`src/rtl/fetch_queue_pkg.sv`:
```
// Shared RISC-V pipeline definitions used by the fetch queue and decode flush logic.
package fetch_queue_pkg;

  localparam int unsigned RV_XLEN   = 32;
  localparam logic [31:0] NOP_INSTR = 32'h00000013;

endpackage

```
`src/rtl/fetch_queue.sv`:
```
// Instruction fetch queue between fetch and decode: a first-word-fall-through FIFO
// of {instr, pc, pc+4} tuples, emptied by a taken control transfer in execute.
module fetch_queue
  import fetch_queue_pkg::*;
#(
  parameter int unsigned DEPTH = 4,
  parameter int unsigned XLEN  = RV_XLEN
) (
  input  logic                         clk,
  input  logic                         rst,
  input  logic                         ValidF,
  input  logic [XLEN-1:0]              InstrF,
  input  logic [XLEN-1:0]              PCF,
  input  logic [XLEN-1:0]              PCPlus4F,
  output logic                         ReadyF,
  output logic                         ValidD,
  output logic [XLEN-1:0]              InstrD,
  output logic [XLEN-1:0]              PCD,
  output logic [XLEN-1:0]              PCPlus4D,
  input  logic                         StallD,
  input  logic                         FlushE,
  output logic [$clog2(DEPTH+1)-1:0]   CountQ
);

  localparam int unsigned PW = $clog2(DEPTH);
  localparam int unsigned CW = $clog2(DEPTH + 1);

  typedef struct packed {
    logic [XLEN-1:0] instr;
    logic [XLEN-1:0] pc;
    logic [XLEN-1:0] pc_plus4;
  } entry_t;

  entry_t          mem [DEPTH];
  logic [PW-1:0]   head;
  logic [PW-1:0]   tail;
  logic [CW-1:0]   count;
  logic            push;
  logic            pop;

  // Ready is based on registered occupancy only; a pop does not free a slot for
  // a push in the same cycle.
  assign ReadyF = (count != CW'(DEPTH));
  assign ValidD = (count != '0);
  assign push   = ValidF && ReadyF && !FlushE;
  assign pop    = ValidD && !StallD && !FlushE;
  assign CountQ = count;

  always_ff @(posedge clk) begin
    if (rst || FlushE) begin
      head  <= '0;
      tail  <= '0;
      count <= '0;
    end else begin
      if (push) tail <= tail + PW'(1);
      if (pop)  head <= head + PW'(1);
      if (push && !pop)      count <= count + CW'(1);
      else if (pop && !push) count <= count - CW'(1);
    end
  end

  always_ff @(posedge clk) begin
    if (push && !rst) begin
      mem[tail] <= '{instr: InstrF, pc: PCF, pc_plus4: PCPlus4F};
    end
  end

  // An empty queue presents a NOP bubble rather than stale storage.
  always_comb begin
    InstrD   = XLEN'(NOP_INSTR);
    PCD      = '0;
    PCPlus4D = '0;
    if (ValidD) begin
      InstrD   = mem[head].instr;
      PCD      = mem[head].pc;
      PCPlus4D = mem[head].pc_plus4;
    end
  end

endmodule
```
`config.mk`:
```
export PLATFORM = sky130hd
export DESIGN_NAME = fetch_queue
export DESIGN_NICKNAME = d
export VERILOG_FILES = /design/src/rtl/fetch_queue_pkg.sv /design/src/rtl/fetch_queue.sv
export SDC_FILE = /design/constraint.sdc
export NUM_CORES = 1
export LEC_CHECK = 0
export ABC_AREA = 0
export BUFFER_PORTS_ARGS = -buffer_cell sky130_fd_sc_hd__buf_2
export CAP_MARGIN = 5
export CORE_MARGIN = 5
export CORE_UTILIZATION = 45
export CTS_CLUSTER_DIAMETER = 100
export CTS_CLUSTER_SIZE = 20
export DETAILED_ROUTE_END_ITERATION = 7
export PLACE_DENSITY = 0.7
export SYNTH_ARGS = -nofsm -noshare
export SYNTH_HDL_FRONTEND = slang
export SYNTH_SLANG_ARGS = --single-unit
```
`constraint.sdc`:
```
create_clock -name clk -period 10.8 [get_ports clk]
set_input_delay 2.16 -clock clk [delete_from_list [all_inputs] [get_ports clk]]
set_output_delay 2.16 -clock clk [all_outputs]
set_load 0.01 [all_outputs]
```
==> metrics.txt <==
status=completed; most common cell after layout, fill and taps aside=edfxtp_1; r2r setup slk=between 7 and 8 ns; vias in the first global route=7,519; number of CTS-inserted buffers=23; Routed Antenna Nets=0; GRT overflow=0; Non-Filler Instances=approximately 1,300; Worst Skew=0.01284 ns; initial drt markers=434; P per Cell Area=about 160 nW/um^2; Worst R2R End=mem[3][16]$_DFFE_PP_; Ys Warns=0; post-synthesis sequential area ratio=between 70 and 80%; gr usage total=between 10% and 20%; Post-Syn Instances=661; final worst setup slack=just over 5 ns; Unique masters post-synth=26; number of max-cap violations=0; 1st-pass router iterations=4; pin count of the biggest net entering global routing=between 60 and 70; die area=~37,000 um^2; depth of the CTS H-tree=1; Core Box Area=between 30,000 and 40,000 um^2; Die Span Y=roughly 190 um; initial antenna violation count=9; final setup violation count=0; hpwl dp=approximately 17,000 um; Hold Violations, Final=0; Slew @ Worst Pin=roughly 1.0 ns; Initial Utilization=45.79%; RSZ-0062 raised after global routing=no; Worst Hold Class=register to register; Final Util=~52%; crit-path max FO=49; post-synthesis register bit count=393; Clk Latency, worst-skew pair=0.53 ns; number of I/O port buffers=around 200; crit path DAT=3.44 ns; drc violations=0; leakage=roughly 5.7 nW; Critical Path RT=8.64 ns; Mapped Nets=~770; die width=192.4 um; top-area cell type share of the netlist area=around 77%; pre-CTS setup slack=roughly 5.6 ns; cell taking the most area after synthesis=edfxtp_1; WHS Path Cells=2; Final Max Tran Viols=0; CTS Sinks=around 400; worst r2r src=CountQ[0]$_SDFFE_PP0P_; Setup CP Type=register to output pin; Clock transition at path regs=approximately 0.080 ns; most frequent cells in the layout=edfxtp_1, buf_2, mux4_2; post_cts resized=0; fin crit period=about 5.6 ns; GP Congestion=~0.68; worst hold start=head[1]$_SDFFE_PP0P_; Mapped Area=14,970 um^2; crit end category=output pin; diodes inserted=0; Syn Area/Cell=between 20 and 25 um^2; CTS tree=done; # placed instances=~1,300; fin crit share=between 50 and 60%; IO Count=between 200 and 250; number of vias per cell=about 5.3; Post-CTS Setup Repair Bufs=0; layout cells sized above 1=slightly below 40%; worst rel slew slack=a little under a third; crit path launch type=register; CTS root buf=clkbuf_16; Peak VDD IR=roughly 0.15 mV; setup tns final=0 ns; Area Growth Syn to Fin=14.15%; reg2reg path depth=5; hold_buf cts=0; row count=66; first-pass GRT wire length=43,990 um; CTS max path bufs=3; layout net count=972; fmax=approximately 180 MHz; drt total wl=about 29,000 um; Vias=around 7,000; Synth area leaders=edfxtp_1, mux4_2, and2_1; drt wl/cell=approximately 22 um
per-layer routing:
layer	routed length (um)	track usage, %	part of all wire (%)	vias to the layer above
met5	105	0	0.36	-
met4	463	2.414	1.6	18
met3	2280	4.703	7.9	43
met2	13750	25.26	48	209
met1	12270	21.43	43	3646
li1	-	-	-	3079
layout make-up:
| cell class | instances | area [um^2] |
|---|---|---|
| repair buffers | 212 | 1089 |
| inverters | 5 | 18.77 |
| multi-input cells | 230 | 3073 |
| clock inverters | 2 | 35.03 |
| flip-flops and latches | 393 | 11720 |
| well taps | 442 | 553.0 |
| fillers | 2608 | 15610 |
| clock buffers | 31 | 605.6 |
worst max-delay path by stage:
| stage | startpoint | end | slack (ns) |
|---|---|---|---|
| 3_5_place_dp | register | InstrD[4] | 5.57 |
| 3_3_place_gp | register | InstrD[4] | 5.57 |
| 6_report | register | InstrD[4] | 5.20 |
| 2_1_floorplan | FlushE | mem[0][0]$_DFFE_PP_ | 0.63 |
| 5_1_grt | register | InstrD[4] | 4.78 |
| 4_1_cts | register | InstrD[4] | 4.99 |
where the power goes:
| group | switching (W) | internal, W | leakage (nW) | total (W) |
|---|---|---|---|---|
| combinational | 0.0000895 | 0.0000699 | 1.87 | 0.000159 |
| clock | 0.000448 | 0.000415 | 0.311 | 0.000863 |
| sequential | 0.00000755 | 0.00169 | 3.54 | 0.00169 |
stage by stage:
stage,cell area [um^2],total power [W],hold slack [ns]
after floorplan,14970,0.001813,0.4591
after global placement,16450,0.001888,0.4700
after detailed placement,16450,0.001892,0.4905
after CTS,17090,0.002751,0.5059
after global routing,17090,0.002822,0.5381
final,17090,0.002717,0.5027
synth_stat cells:
library cell / n
or2_2: 1
or3b_2: 1
mux2_2: 1
a21oi_1: 4
mux4_2: 96
dfxtp_1: 9
nor2_1: 5
clkbuf_1: 16
buf_2: 11
ha_1: 5
buf_12: 1
edfxtp_1: 384
nand2b_1: 1
buf_6: 5
mux2i_1: 2
fa_1: 1
inv_1: 5
and2_1: 93
or3_1: 4
or2_1: 3
nor3b_1: 4
xor2_1: 2
nor3_2: 1
nand2_1: 2
nand3b_2: 1
o21ai_0: 3
registers in the layout, indices dropped and copies added, names as in the netlist, named ones only:
name / flops
mem: 384
CountQ: 3
head: 2
tail: 2
kinds of logic (layout without fill, tap and decap cells):
kind of cell	after synthesis	in the layout	synth area share, %
adders and majority gates	6	6	0.5515
buffers and inverters	38	250	1.404
DFF	393	393	78.21
AOI/OAI and AO/OA	7	7	0.2339
muxes	99	99	14.65
xor gates and xnor gates	2	2	0.1170
and+or+nand+nor	116	116	4.838
critical path, cell delays in order (launching register included):
cell and delay, ns:
dfxtp_4 1.02, buf_4 0.92, mux4_2 0.59, or2_1 0.23, buf_2 0.15
Note: power is estimated with default switching activity, not from simulation.
